### src/rtl/jtcomsc_cpu_wait.sv
// Main-CPU clock-enable generator for Combat School: fractional divider plus wait
// scheduler that withholds enables on unconfirmed ROM reads or busy devices and repays them later.
module jtcomsc_cpu_wait #(
    parameter int NUM    = 1,
    parameter int DEN    = 8,
    parameter int MAXOWE = 15,
    parameter int AW     = 18
) (
    input  logic                            clk,
    input  logic                            rst_n,
    input  logic                            rom_cs,
    input  logic [AW-1:0]                   rom_addr,
    input  logic                            rom_ok,
    input  logic                            dev_busy,
    output logic                            cpu_cen,
    output logic                            stall,
    output logic [$clog2(MAXOWE+1)-1:0]     owed,
    output logic                            lost
);
    localparam int ACCW = $clog2(2*DEN);
    localparam int OWW  = $clog2(MAXOWE+1);

    logic [ACCW-1:0] acc, sum, acc_next;
    logic            tick;
    logic [AW-1:0]   addr_q;
    logic            cs_q;
    logic            ok_valid, blocked;
    logic            cen_next, lost_next;
    logic [OWW-1:0]  owed_next;

    always_comb begin
        sum      = acc + ACCW'(NUM);
        tick     = sum >= ACCW'(DEN);
        acc_next = tick ? sum - ACCW'(DEN) : sum;
    end

    // rom_ok only counts once the same access has been seen for a full clock
    always_comb begin
        ok_valid = rom_cs & cs_q & (rom_addr == addr_q) & rom_ok;
        blocked  = (rom_cs & ~ok_valid) | dev_busy;
    end

    // A tick right after a recovery enable still issues, so cpu_cen may be high
    // on two consecutive clocks in that case; recoveries alone are never adjacent.
    always_comb begin
        cen_next  = 1'b0;
        lost_next = 1'b0;
        owed_next = owed;
        if (blocked) begin
            if (tick) begin
                if (owed < OWW'(MAXOWE)) owed_next = owed + OWW'(1);
                else                     lost_next = 1'b1;
            end
        end else if (tick) begin
            cen_next = 1'b1;
        end else if (owed != '0 && !cpu_cen) begin
            cen_next  = 1'b1;
            owed_next = owed - OWW'(1);
        end
    end

    always_ff @(posedge clk) begin
        if (!rst_n) begin
            acc     <= '0;
            addr_q  <= '0;
            cs_q    <= 1'b0;
            cpu_cen <= 1'b0;
            stall   <= 1'b0;
            owed    <= '0;
            lost    <= 1'b0;
        end else begin
            acc     <= acc_next;
            addr_q  <= rom_addr;
            cs_q    <= rom_cs;
            cpu_cen <= cen_next;
            stall   <= blocked | (owed_next != '0);
            owed    <= owed_next;
            lost    <= lost_next;
        end
    end
endmodule

### config.mk
export PLATFORM = sky130hd
export DESIGN_NAME = jtcomsc_cpu_wait
export DESIGN_NICKNAME = d
export VERILOG_FILES = /design/src/rtl/jtcomsc_cpu_wait.sv
export SDC_FILE = /design/constraint.sdc
export NUM_CORES = 1
export LEC_CHECK = 0
export CELL_PAD_IN_SITES_DETAIL_PLACEMENT = 1
export CELL_PAD_IN_SITES_GLOBAL_PLACEMENT = 1
export CORE_ASPECT_RATIO = 1.1
export CORE_UTILIZATION = 35
export CTS_CLUSTER_DIAMETER = 80
export DETAILED_ROUTE_END_ITERATION = 6
export PLACE_DENSITY = 0.75
export SLEW_MARGIN = 20
export SYNTH_ARGS = -nofsm -noshare
export SYNTH_HDL_FRONTEND = slang
export SYNTH_SLANG_ARGS = --single-unit
### constraint.sdc
create_clock -name clk -period 2.1 [get_ports clk]
set_clock_uncertainty 0.2 [all_clocks]
set_input_delay 0.315 -clock clk [delete_from_list [all_inputs] [get_ports clk]]
set_output_delay 0.315 -clock clk [all_outputs]
set_load 0.005 [all_outputs]
# Word-level counts from Yosys, hierarchy flattened
# Index checks and enable logic that the tools add are counted.
[op_classes] reduce_logical=6 order_cmp=2 mux=9 addsub=4 bitwise=8 n_eq_ne=1
[op_table] op="4-bit two-way mux" count=6
[op_table] op="18-bit equality test" count=1
[op_table] op="4-bit by 1-bit adder with 4-bit output, second input constant" count=2
[op_table] op="4-bit nonzero test" count=2
[op_table] op="1-bit bitwise AND" count=4
[op_table] op="4-bit greater-or-equal comparator, second input constant" count=1
[op_table] op="4-bit less-than comparator, second input constant" count=1
[op_table] op="4-bit by 1-bit subtractor with 4-bit output, second input constant" count=1
[op_table] op="4-bit subtractor, second input constant" count=1
[op_table] op="1-bit two-way mux" count=3
[op_table] op="3-bit AND reduction" count=1
[op_table] op="1-bit inverter" count=2
[op_table] op="1-bit bitwise OR" count=2
[op_table] op="2-bit OR reduction" count=1
[op_table] op="1-bit logical AND" count=1
[op_table] op="1-bit logical NOT" count=1
[word_totals] word_cells=37 register_bits=30 input_bits=23

# Logic depth before layout (Yosys ltp)
# Gate-level depths: netlist (run 1).
[logic_depth] depth_word=9 mapped_depth=7

# Worst setup path before layout (run 1)
# OpenSTA, ideal clock, no wires.
[synth_timing] kind="input port to flip-flop" from="input port rom_addr[10]" to="register owed[0]" t_required_ps=1828 arrival_time_ps=1628 path_buffers=1 cell_stages=7 path_slack_ps=201 cell_sequence="xor2_1 nor4_1 nand3_1 o32ai_2 buf_6 mux2i_1 mux2i_1"
[synth_between] elab_chain_len=7
[synth_lines] item="start, declared" line="12" source="input logic [AW-1:0] rom_addr,"
[synth_lines] item="18-bit equality test" line="39" source="ok_valid = rom_cs & cs_q & (rom_addr == addr_q) & rom_ok;"
[synth_lines] item="1-bit bitwise AND (2 in a row)" line="39"
[synth_lines] item="1-bit inverter" line="40" source="blocked = (rom_cs & ~ok_valid) | dev_busy;"
[synth_lines] item="1-bit bitwise AND" line="40"
[synth_lines] item="1-bit bitwise OR" line="40"
[synth_lines] item="4-bit two-way mux" line="49" source="if (blocked) begin"
[synth_lines] item="end signal, assigned" line="77" source="owed <= owed_next;"
[synth_lines] item="end, declared" line="17" source="output logic [$clog2(MAXOWE+1)-1:0] owed,"
# No other way between the ends.
# A chain may end at the register's enable or synchronous reset.

# Worst setup path in the final report (run 1)
[layout_timing] from="register addr_q[0]" to="register owed[0]"
[layout_between] elab_chain_len=7
[layout_lines] item="start, declared" line="25" source="logic [AW-1:0] addr_q;"
[layout_lines] item="start signal, assigned" line="73" source="addr_q <= rom_addr;"
[layout_lines] item="18-bit equality test" line="39"
[layout_lines] item="1-bit bitwise AND (2 in a row)" line="39"
[layout_lines] item="1-bit inverter" line="40"
[layout_lines] item="1-bit bitwise AND" line="40"
[layout_lines] item="1-bit bitwise OR" line="40"
[layout_lines] item="4-bit two-way mux" line="49"
# No other way between the ends.

==> results of run 1 <==
[routing by layer]
layer / share of wire / vias to the layer above
li1: - / 531
met1: 0.39 / 496
met2: 0.56 / 28
met3: 0.045 / 5
met4: 0.0093 / 0
met5: 0 / -
[cells in the mapped netlist (all sizes together) (2+ instances only)]
master,n
nor2,4
a31oi,3
nor3,5
dfxtp,30
xor2,13
nor4,2
nand2,7
inv,6
mux2i,4
and2,21
nand3,6
nand4,2
ha,3
buf,3
xnor2,8
[per-stage QoR]
stage | setup TNS (ns) | cells | area (µm²)
3_5_place_dp | -3.13 | 215 | 1700
2_1_floorplan | 0 | 132 | 1300
5_1_grt | -0.427 | 225 | 1820
4_1_cts | -0.382 | 225 | 1790
6_report | -0.0487 | 225 | 1820
3_3_place_gp | -2.66 | 215 | 1700
[power by group through the flow]
stage / logic (µW) / clock network (µW) / registers (µW)
finish: 359 / 349 / 632
global route: 395 / 391 / 637
CTS: 351 / 366 / 633
detailed placement: 342 / 0 / 646
global placement: 328 / 0 / 644
floorplan: 162 / 0 / 656
[layout make-up]
cell class,instances,area share
Multi-Input combinational cell,92,0.381
Clock inverter,1,0.00274
Sequential cell,30,0.330
Inverter,6,0.0123
Tap cell,48,0.0329
Clock buffer,7,0.0302
Timing Repair Buffer,41,0.211
[cell families after synthesis]
| kind of cell | count (synthesis) |
|---|---|
| AOI/OAI and AO/OA | 13 |
| DFF | 30 |
| xor gates and xnor gates | 21 |
| adders and majority gates | 3 |
| buffers and inverters | 10 |
| and+or+nand+nor | 49 |
| muxes | 5 |
| other | 1 |
[path summary, 6_finish.rpt]
check | startpoint | to | slack (ns) | depth (start not counted)
hold / removal | rom_addr[0] | addr_q[0] | 0.06 | 2
hold reg to reg | acc[0] | acc[0] | 0.28 | 1
setup / recovery | addr_q[0] | owed[0] | -0.03 | 7
setup reg to reg | addr_q[0] | owed[0] | -0.03 | 7
[state kept, by name, summed over array words and instances (netlist names)]
signal   count
lost         1
cpu_cen      1
acc          4
stall        1
addr_q      18
owed         4
cs_q         1
[timing repair]
item	in CTS	in global routing
endpoints found under the setup margin	6	7
setup buffers	2	0
resized for setup	8	8
pin swaps	4	4
[critical path, delay by kind of cell (launching register included)]
kind / cells / cell delay, ns
buffers and inverters: 1 / 0.21
AOI/OAI and AO/OA: 1 / 0.22
muxes: 2 / 0.46
xor gates and xnor gates: 1 / 0.16
DFF: 1 / 0.33
and+or+nand+nor: 2 / 0.47
==> tab_implementation.tex, run 1 <==
\begin{tabular}{lr}
\hline
Metric & Value \\
\hline
\multicolumn{2}{l}{\textbf{Pwr}} \\
\quad Sequential group share of total power & 0.472 \\
\quad Leak & around 0.00076 µW \\
\quad Power, Total & 1340 µW \\
\quad Clk network pwr share & 0.260 \\
\quad Net switching power figure & around 370 µW \\
\quad Proportion of total power due to net switching & 0.276 \\
\quad Combinational share of power & 0.268 \\
\quad Power density normalized to cell area & between 700 and 800 nW/µm² \\
\quad Worst IR drop on VDD & 0.290 mV \\
\quad Cell internal power dissipation & slightly below 1000 µW \\
\multicolumn{2}{l}{\textbf{Final layout}} \\
\quad Multi-input gate area & $\sim$700 µm² \\
\quad Most common library cell in the layout ignoring fill and taps & dfxtp\_1 \\
\quad Synth-to-Final Area Change & 39.9\% \\
\quad Most frequent cells in the layout & dfxtp\_1, clkdlybuf4s50\_1, and2\_1, xor2\_1, buf\_4 \\
\quad Share of final-layout standard cells stronger than drive strength 1 & 0.169 \\
\quad Fraction of the core area covered by cells at the end of the flow & 0.530 \\
\quad Sequential cell area & between 600 and 700 µm² \\
\quad Nets & 202 \\
\quad Number of antenna diodes & 0 \\
\quad \# fillers & $\sim$400 \\
\multicolumn{2}{l}{\textbf{Placement}} \\
\quad Weighted congestion reported at the end of routability-driven placement & approximately 0.84 \\
\quad Number of input and output port buffers inserted & 29 \\
\quad Placement Setup Slack & -0.619 ns \\
\quad DPL Wire Length & roughly 2.3 mm \\
\multicolumn{2}{l}{\textbf{Synthesis}} \\
\quad Adder-cell share of the synthesized area & 0.0288 \\
\quad Cell taking the most area after synthesis & dfxtp\_1 \\
\quad Cell area after technology mapping & 1300 µm² \\
\quad Post-synthesis compound-gate area fraction & 0.0835 \\
\quad Number of flip-flops and latches in the synthesized netlist & 30 \\
\quad Number of enable-type register cells in the synthesized netlist & 0 \\
\quad Largest cells by area after synthesis & dfxtp\_1, and2\_1, xor2\_1 \\
\quad Area share of the largest cell type after synthesis & 0.461 \\
\quad Number of nets in the synthesized netlist & roughly 160 \\
\quad Number of distinct library cells after synthesis & 33 \\
\quad Combinational family with the most area after synthesis & simple AND/OR/NAND/NOR gates \\
\quad Leading register cell type out of synthesis & dfxtp\_1 \\
\quad Sequential-to-total area share from yosys stat & 0.461 \\
\quad Yosys warning count & 0 \\
\quad Average cell area after synthesis & about 9.9 µm² \\
\quad Instance count of the mapped netlist & $\sim$130 \\
\quad Xor and xnor area share after synthesis & 0.141 \\
\quad Async set-or-reset flop fraction in the synthesized netlist & 0 \\
\quad Post-synthesis mux area share & 0.0393 \\
\quad Synthesized-area fraction occupied by and/or/nand/nor cells & 0.206 \\
\multicolumn{2}{l}{\textbf{STA}} \\
\quad Worst-case setup margin in the final layout & -0.0281 ns \\
\quad RSZ-0062 raised after global routing & true \\
\quad Number of max-slew violations in the final report & 0 \\
\quad Post-route clock period utilization & 1.01 \\
\quad Setup-failing EPs final & 2 \\
\quad Min cycle time layout & around 2.1 ns \\
\quad Final hold slack & between 0.06 and 0.07 ns \\
\quad Achievable frequency & approximately 470 MHz \\
\quad Final Hold Vio Count & 0 \\
\multicolumn{2}{l}{\textbf{CTS}} \\
\quad Clock transition at the register clock pins on the worst setup and hold paths after CTS & 0.09 ns \\
\quad Worst-Skew Late Latency & 0.32 ns \\
\quad Clock tree from TritonCTS & yes \\
\quad Maximum buffer depth of the clock tree & 2 \\
\quad Clock net sink count & 30 \\
\quad CTS HTree Levels & 2 \\
\quad Num CTS Buffers & 5 \\
\quad Cts-stage hold buffer count & 0 \\
\quad Clock tree root buffer cell & clkbuf\_4 \\
\multicolumn{2}{l}{\textbf{Floorplanning}} \\
\quad Core region area & 3440 µm² \\
\quad Die H & around 66 µm \\
\quad Standard-cell rows & 22 \\
\quad Ports & 30 \\
\quad Die width & approximately 60 µm \\
\quad Initial cell density of the core & 0.379 \\
\quad Overall die area & between 3000 and 4000 µm² \\
\multicolumn{2}{l}{\textbf{Detailed routing}} \\
\quad DRC viols & 0 \\
\quad Final Routed Wirelength & 2.90 mm \\
\quad Antenna viol nets, final & 0 \\
\quad Detailed-route via count & between 1,000 and 1,500 \\
\quad Routed wire length per instance & $\sim$13 µm \\
\quad First-pass iteration count of the detailed router & 4 \\
\quad Drt initial violations & 22 \\
\quad Vias/cell & 4.71 \\
\multicolumn{2}{l}{\textbf{Setup path}} \\
\quad Critical Path, Cell by Cell & xor2\_1 > nor4\_2 > nand3\_1 > o32ai\_2 > buf\_4 > mux2i\_4 > mux2i\_1 \\
\quad Category of the most critical setup path & reg -> reg \\
\quad Critical-path cell with the highest stage delay & dfxtp\_2 \\
\quad Maximum fanout encountered on the critical timing path & 6 \\
\quad Arrival time of data at the critical path endpoint & between 2 and 2.5 ns \\
\quad Worst path max stage delay & between 0.3 and 0.4 ns \\
\quad CP Capture Type & flip-flop \\
\quad CP Launch Type & flip-flop \\
\quad Data required time of the worst path & 2.15 ns \\
\multicolumn{2}{l}{\textbf{Status}} \\
\quad Violated checks & setup timing \\
\quad Status & finished, violations left \\
\multicolumn{2}{l}{\textbf{GRT}} \\
\quad Wire length of the first global-routing pass & roughly 4.9 mm \\
\quad Global routing usage on met3 & 0.0548 \\
\quad Met1 layer usage reported by global route & 0.174 \\
\quad Number of antenna violations at the first check in global routing & 0 \\
\quad Leftover overflow at the end of global routing & 0 \\
\quad Routing usage on met2 & 0.312 \\
\quad Most used routing layer & met2 \\
\quad Via count of the first global-routing pass & roughly 1,100 \\
\quad Maximum number of pins on one net before global-route repair & 15 \\
\quad Global Route Usage Sum & 0.170 \\
\multicolumn{2}{l}{\textbf{Worst hold path}} \\
\quad Classification of the worst-slack hold path & in -> reg \\
\multicolumn{2}{l}{\textbf{Flow run}} \\
\quad Number of maximum-capacitance constraint violations & 0 \\
\hline
\end{tabular}
Power figures use the tool's default switching activity.
==> run 2: changes to the inputs <==
==> constraint.sdc (replaced) <==
create_clock -name clk -period 2.35 [get_ports clk]
set_clock_uncertainty 0.2 [all_clocks]
set_input_delay 0.3525 -clock clk [delete_from_list [all_inputs] [get_ports clk]]
set_output_delay 0.3525 -clock clk [all_outputs]
set_load 0.005 [all_outputs]
==> tab_implementation.tex, run 2 (synthesized netlist as in run 1, its figures left out) <==
\begin{tabular}{lr}
\hline
Metric & Value \\
\hline
\multicolumn{2}{l}{\textbf{CTS}} \\
\quad Clock tree root buffer cell & clkbuf\_4 \\
\quad Cts-stage hold buffer count & 0 (unchanged) \\
\quad Clock tree from TritonCTS & yes \\
\quad Clock transition at the register clock pins on the worst setup and hold paths after CTS & 0.08 ns (about the same) \\
\quad Clock net sink count & 30 (unchanged) \\
\quad Worst-Skew Late Latency & 0.33 ns (about the same) \\
\quad CTS HTree Levels & 2 (unchanged) \\
\quad Post-CTS repair timing setup buffer count & 0 (-2) \\
\quad Cells resized by post-CTS repair & 0 (-8) \\
\quad Maximum buffer depth of the clock tree & 2 (unchanged) \\
\quad Num CTS Buffers & 5 (unchanged) \\
\multicolumn{2}{l}{\textbf{STA}} \\
\quad Setup TNS & 0 ns (+0.0487 ns) \\
\quad RSZ-0062 raised after global routing & false \\
\quad Final Hold Vio Count & 0 (unchanged) \\
\quad Min cycle time layout & 2.25 ns \\
\quad Achievable frequency & approximately 450 MHz \\
\quad Worst-case setup margin in the final layout & 0.104 ns (+0.132 ns) \\
\quad Post-route clock period utilization & 0.956 \\
\quad Number of max-slew violations in the final report & 0 (unchanged) \\
\quad Setup-failing EPs final & 0 (-2) \\
\multicolumn{2}{l}{\textbf{Pwr}} \\
\quad Leak & 0.000712 µW (-6.3\%) \\
\quad Power, Total & 1220 µW (-9.1\%) \\
\quad Worst IR drop on VDD & 0.331 mV (+14\%) \\
\quad Power density normalized to cell area & 699 nW/µm² (-4.9\%) \\
\multicolumn{2}{l}{\textbf{Placement}} \\
\quad DPL Wire Length & 2.08 mm (-10\%) \\
\quad Number of input and output port buffers inserted & 29 (unchanged) \\
\quad Weighted congestion reported at the end of routability-driven placement & 0.856 (+1.5\%) \\
\quad Post-Place Cells & 210 (-2.3\%) \\
\quad Placement Setup Slack & -0.296 ns (+0.323 ns) \\
\multicolumn{2}{l}{\textbf{Final layout}} \\
\quad Post-route non-filler standard cell count & 218 (-3.1\%) \\
\quad \# fillers & 401 (-0.74\%) \\
\quad Max FFs per register & 18 (unchanged) \\
\quad Most common library cell in the layout ignoring fill and taps & dfxtp\_1 \\
\quad Largest regs & addr\_q (18), acc (4), owed (4) \\
\quad Most flop-heavy register & addr\_q \\
\quad Multi-input gate area & 654 µm² (-5.9\%) \\
\quad Fraction of the core area covered by cells at the end of the flow & 0.507 (-0.0233) \\
\quad Most frequent cells in the layout & dfxtp\_1, clkdlybuf4s50\_1, and2\_1, xor2\_1, xnor2\_1 \\
\quad Sequential cell area & 601 µm² (-0.21\%) \\
\quad Number of antenna diodes & 0 (unchanged) \\
\quad Share of final-layout standard cells stronger than drive strength 1 & 0.100 (-0.0695) \\
\quad Nets & 195 (-3.5\%) \\
\quad Synth-to-Final Area Change & 33.8\% \\
\multicolumn{2}{l}{\textbf{GRT}} \\
\quad Number of antenna violations at the first check in global routing & 0 (unchanged) \\
\quad Wire length of the first global-routing pass & 4.47 mm (-8.8\%) \\
\quad Global Route Usage Sum & 0.157 (-0.0126) \\
\quad Via count of the first global-routing pass & 1,002 (-10\%) \\
\quad Leftover overflow at the end of global routing & 0 (unchanged) \\
\quad Maximum number of pins on one net before global-route repair & 15 (unchanged) \\
\multicolumn{2}{l}{\textbf{Detailed routing}} \\
\quad Vias/cell & 4.70 (-0.20\%) \\
\quad Final Routed Wirelength & 2.62 mm (-9.7\%) \\
\quad First-pass iteration count of the detailed router & 5 (+1) \\
\quad Routed wire length per instance & 12.0 µm (-6.8\%) \\
\quad DRC viols & 0 (unchanged) \\
\quad Detailed-route via count & 1,025 (-3.3\%) \\
\quad Drt initial violations & 13 (-41\%) \\
\quad Antenna viol nets, final & 0 (unchanged) \\
\multicolumn{2}{l}{\textbf{Setup path}} \\
\quad Arrival time of data at the critical path endpoint & 2.31 ns (+0.13 ns) \\
\quad Data required time of the worst path & 2.41 ns (+0.26 ns) \\
\quad Maximum fanout encountered on the critical timing path & 10 (+4) \\
\quad Worst path max stage delay & 0.43 ns (+0.10 ns) \\
\quad Critical-path cell with the highest stage delay & clkdlybuf4s50\_1 \\
\quad CP Capture Type & flip-flop \\
\quad CP Launch Type & input pin \\
\quad Critical Path, Cell by Cell & clkdlybuf4s50\_1 > xor2\_1 > nor4\_1 > nand3\_1 > o32ai\_2 > buf\_4 > mux2\_2 > nor2\_1 \\
\quad Category of the most critical setup path & in -> reg \\
\multicolumn{2}{l}{\textbf{Status}} \\
\quad Status & finished clean \\
\multicolumn{2}{l}{\textbf{Worst hold path}} \\
\quad Classification of the worst-slack hold path & reg -> reg \\
\multicolumn{2}{l}{\textbf{Floorplanning}} \\
\quad Die width & 60.2 µm (unchanged) \\
\quad Core region area & 3440 µm² (unchanged) \\
\quad Standard-cell rows & 22 (unchanged) \\
\quad Overall die area & 3970 µm² (unchanged) \\
\quad Ports & 30 (unchanged) \\
\quad Initial cell density of the core & 0.379 (unchanged) \\
\quad Die H & 66.0 µm (unchanged) \\
\multicolumn{2}{l}{\textbf{Flow run}} \\
\quad Number of maximum-capacitance constraint violations & 0 (unchanged) \\
\hline
\end{tabular}
run 2: changes by cell type in the layout (fill, tap and decap cells not counted), moves of 2 or more:
cell / change
clkdlybuf4s50_1: +6
clkbuf_8: +2
buf_6: -2
nor4_2: -2
buf_4: -5
dlygate4sd2_1: -5
nor4_1: +2
run 2: cell type report:
cell class	instances	share of cell area
multi-input cells	92	0.375
well taps	48	0.0344
flip-flops and latches	30	0.344
repair buffers	34	0.188
inverters	6	0.0129
clock buffers	8	0.0452
run 2: metal layers:
layer | share of wire | track usage
met2 | 0.50 | 0.264
met4 | 0.0073 | 0.0610
met5 | 0 | 0
met1 | 0.44 | 0.176
met3 | 0.050 | 0.0587
run 2: final timing paths:
path | from | end | slack (ns) | depth (start not counted)
worst max register to register | addr_q[0] | owed[2] | 0.24 | 7
worst min-delay path | acc[0] | acc[0] | 0.27 | 1
worst min register to register | acc[0] | acc[0] | 0.27 | 1
worst max-delay path | rom_addr[0] | owed[2] | 0.10 | 8
run 2: report_power, final:
part	internal (µW)	total (µW)	switching, µW
clock	204	376	172
combinational	151	262	111
sequential	546	580	34.4
run 2: metrics by stage:
step           area, µm²  hold slack, ns
3_5_place_dp        1670           0.261
2_1_floorplan       1300           0.218
5_1_grt             1740           0.306
6_report            1740           0.275
3_3_place_gp        1670           0.234
4_1_cts             1740           0.274
run 2: worst max-delay path: cells and delay by family:
kind	cells	cell delay, ns
AO/OA/AOI/OAI	1	0.22
XOR/XNOR	1	0.15
buffers and inverters	2	0.64
multiplexers	1	0.34
AND/OR/NAND/NOR	3	0.61
==> run 3: changes to the inputs <==
--- a/config.mk
+++ b/config.mk
@@ -12,7 +12,8 @@
 export CTS_CLUSTER_DIAMETER = 80
 export DETAILED_ROUTE_END_ITERATION = 6
 export PLACE_DENSITY = 0.75
-export SLEW_MARGIN = 20
+export RECOVER_POWER = 50
+export SLEW_MARGIN = 10
 export SYNTH_ARGS = -nofsm -noshare
 export SYNTH_HDL_FRONTEND = slang
 export SYNTH_SLANG_ARGS = --single-unit
==> tab_implementation.tex, run 3 (synthesized netlist as in run 1, its figures left out) <==
\begin{tabular}{lr}
\hline
Metric & Value \\
\hline
\multicolumn{2}{l}{\textbf{Setup path}} \\
\quad Maximum fanout encountered on the critical timing path & 10 (unchanged) \\
\quad Category of the most critical setup path & in -> reg \\
\quad CP delay by family, top & buffers and inverters \\
\quad CP Capture Type & flip-flop \\
\quad Bufs and invs on worst path & 2 (unchanged) \\
\quad Critical Path, Cell by Cell & clkdlybuf4s50\_1 > xor2\_1 > nor4\_1 > nand3\_1 > o32ai\_2 > buf\_4 > mux2\_2 > nor2\_1 \\
\quad Critical-path cell with the highest stage delay & clkdlybuf4s50\_1 \\
\quad Data required time of the worst path & 2.41 ns (about the same) \\
\quad CP Launch Type & input pin \\
\quad Arrival time of data at the critical path endpoint & 2.31 ns (about the same) \\
\quad Worst path max stage delay & 0.43 ns (about the same) \\
\multicolumn{2}{l}{\textbf{CTS}} \\
\quad Num CTS Buffers & 5 (unchanged) \\
\quad Worst-Skew Late Latency & 0.33 ns (about the same) \\
\quad Clock tree root buffer cell & clkbuf\_4 \\
\quad Maximum buffer depth of the clock tree & 2 (unchanged) \\
\quad Clock transition at the register clock pins on the worst setup and hold paths after CTS & 0.08 ns (about the same) \\
\quad Cells resized by post-CTS repair & 0 (unchanged) \\
\quad Cts-stage hold buffer count & 0 (unchanged) \\
\quad Clock net sink count & 30 (unchanged) \\
\quad Clock tree from TritonCTS & yes \\
\quad Post-CTS repair timing setup buffer count & 0 (unchanged) \\
\quad CTS HTree Levels & 2 (unchanged) \\
\multicolumn{2}{l}{\textbf{GRT}} \\
\quad Leftover overflow at the end of global routing & 0 (unchanged) \\
\quad Via count of the first global-routing pass & 1,002 (unchanged) \\
\quad Number of antenna violations at the first check in global routing & 0 (unchanged) \\
\quad Maximum number of pins on one net before global-route repair & 15 (unchanged) \\
\quad Global Route Usage Sum & 0.157 (unchanged) \\
\quad Wire length of the first global-routing pass & 4.47 mm (unchanged) \\
\multicolumn{2}{l}{\textbf{Pwr}} \\
\quad Worst IR drop on VDD & 0.331 mV (about the same) \\
\quad Power, Total & 1220 µW (-0.15\%) \\
\quad Power density normalized to cell area & 699 nW/µm² (about the same) \\
\quad Leak & 0.000705 µW (-0.99\%) \\
\multicolumn{2}{l}{\textbf{Placement}} \\
\quad Weighted congestion reported at the end of routability-driven placement & 0.856 (unchanged) \\
\quad Placement Setup Slack & -0.296 ns (unchanged) \\
\quad DPL Wire Length & 2.08 mm (unchanged) \\
\quad Number of input and output port buffers inserted & 29 (unchanged) \\
\multicolumn{2}{l}{\textbf{Worst hold path}} \\
\quad Classification of the worst-slack hold path & reg -> reg \\
\multicolumn{2}{l}{\textbf{STA}} \\
\quad Final Hold Vio Count & 0 (unchanged) \\
\quad Measured slew at the worst slew-check pin & between 0.5 and 0.6 ns \\
\quad Post-route clock period utilization & 0.956 (about the same) \\
\quad Achievable frequency & 445 MHz (about the same) \\
\quad Tightest slew margin relative to the limit & 0.665 \\
\quad Worst-case setup margin in the final layout & 0.103 ns (-0.000602 ns) \\
\quad Number of max-slew violations in the final report & 0 (unchanged) \\
\quad Final hold slack & 0.275 ns (unchanged) \\
\quad Setup TNS & 0 ns (unchanged) \\
\quad Min cycle time layout & 2.25 ns (+0.000602 ns) \\
\quad RSZ-0062 raised after global routing & false \\
\quad Setup-failing EPs final & 0 (unchanged) \\
\multicolumn{2}{l}{\textbf{Final layout}} \\
\quad Number of antenna diodes & 0 (unchanged) \\
\quad Nets & 195 (unchanged) \\
\quad Most common library cell in the layout ignoring fill and taps & dfxtp\_1 \\
\quad Most frequent cells in the layout & dfxtp\_1, clkdlybuf4s50\_1, and2\_1, xor2\_1, xnor2\_1 \\
\quad Fraction of the core area covered by cells at the end of the flow & 0.506 (-0.00109) \\
\quad Max FFs per register & 18 (unchanged) \\
\quad Most flop-heavy register & addr\_q \\
\quad Largest regs & addr\_q (18), acc (4), owed (4) \\
\quad Synth-to-Final Area Change & 33.5\% \\
\quad Share of final-layout standard cells stronger than drive strength 1 & 0.0941 (-0.00588) \\
\multicolumn{2}{l}{\textbf{Detailed routing}} \\
\quad First-pass iteration count of the detailed router & 4 (-1) \\
\quad Detailed-route via count & 1,023 (-0.20\%) \\
\quad Drt initial violations & 13 (unchanged) \\
\quad Routed wire length per instance & 12.0 µm (about the same) \\
\quad Final Routed Wirelength & 2.62 mm (about the same) \\
\quad Antenna viol nets, final & 0 (unchanged) \\
\quad Vias/cell & 4.69 (-0.20\%) \\
\quad DRC viols & 0 (unchanged) \\
\multicolumn{2}{l}{\textbf{Floorplanning}} \\
\quad Ports & 30 (unchanged) \\
\quad Initial cell density of the core & 0.379 (unchanged) \\
\quad Die H & 66.0 µm (unchanged) \\
\quad Core region area & 3440 µm² (unchanged) \\
\quad Die width & 60.2 µm (unchanged) \\
\quad Overall die area & 3970 µm² (unchanged) \\
\quad Standard-cell rows & 22 (unchanged) \\
\multicolumn{2}{l}{\textbf{Status}} \\
\quad Status & finished clean \\
\multicolumn{2}{l}{\textbf{Flow run}} \\
\quad Number of maximum-capacitance constraint violations & 0 (unchanged) \\
\hline
\end{tabular}
==> run 3: cell types whose count changed in the layout (fill, tap and decap cells not counted) <==
cell / delta
clkdlybuf4s50_1: -1
and2_0: +5
buf_4: -1
dlygate4sd3_1: +1
clkbuf_1: +1
and2_1: -5
==> run 3: final timing paths <==
kind,from,end,slack [ns],cells past startpoint
min reg2reg,acc[0],acc[0],0.27,1
max reg2reg,addr_q[0],owed[2],0.24,7
max,rom_addr[0],owed[2],0.10,8
min,acc[0],acc[0],0.27,1
==> run 3: cell type report <==
class	count	area, µm²
well taps	48	60.1
inverters	6	22.5
flip-flops and latches	30	601
repair buffers	34	324
clock buffers	8	78.8
fillers	402	1700
multi-input cells	92	654
==> run 3: where the power goes <==
group	internal [µW]	leakage [µW]	switching (µW)
registers	546	0.000249	34.2
logic	150	0.000411	111
clock network	204	0.0000446	172
==> run 3: through the flow <==
stage	area (µm²)	std cells
after CTS	1740	218
after floorplan	1300	132
after global placement	1670	210
after detailed placement	1670	210
final	1740	218
after global routing	1740	218
==> run 3: routing by layer <==
| metal | wire [µm] | share of wire | up-vias | GRT usage |
|---|---|---|---|---|
| met4 | 19 | 0.0073 | 0 | 0.0610 |
| met2 | 1330 | 0.51 | 28 | 0.264 |
| li1 | - | - | 519 | - |
| met5 | 0 | 0 | - | 0 |
| met1 | 1150 | 0.44 | 474 | 0.176 |
| met3 | 126 | 0.048 | 2 | 0.0587 |
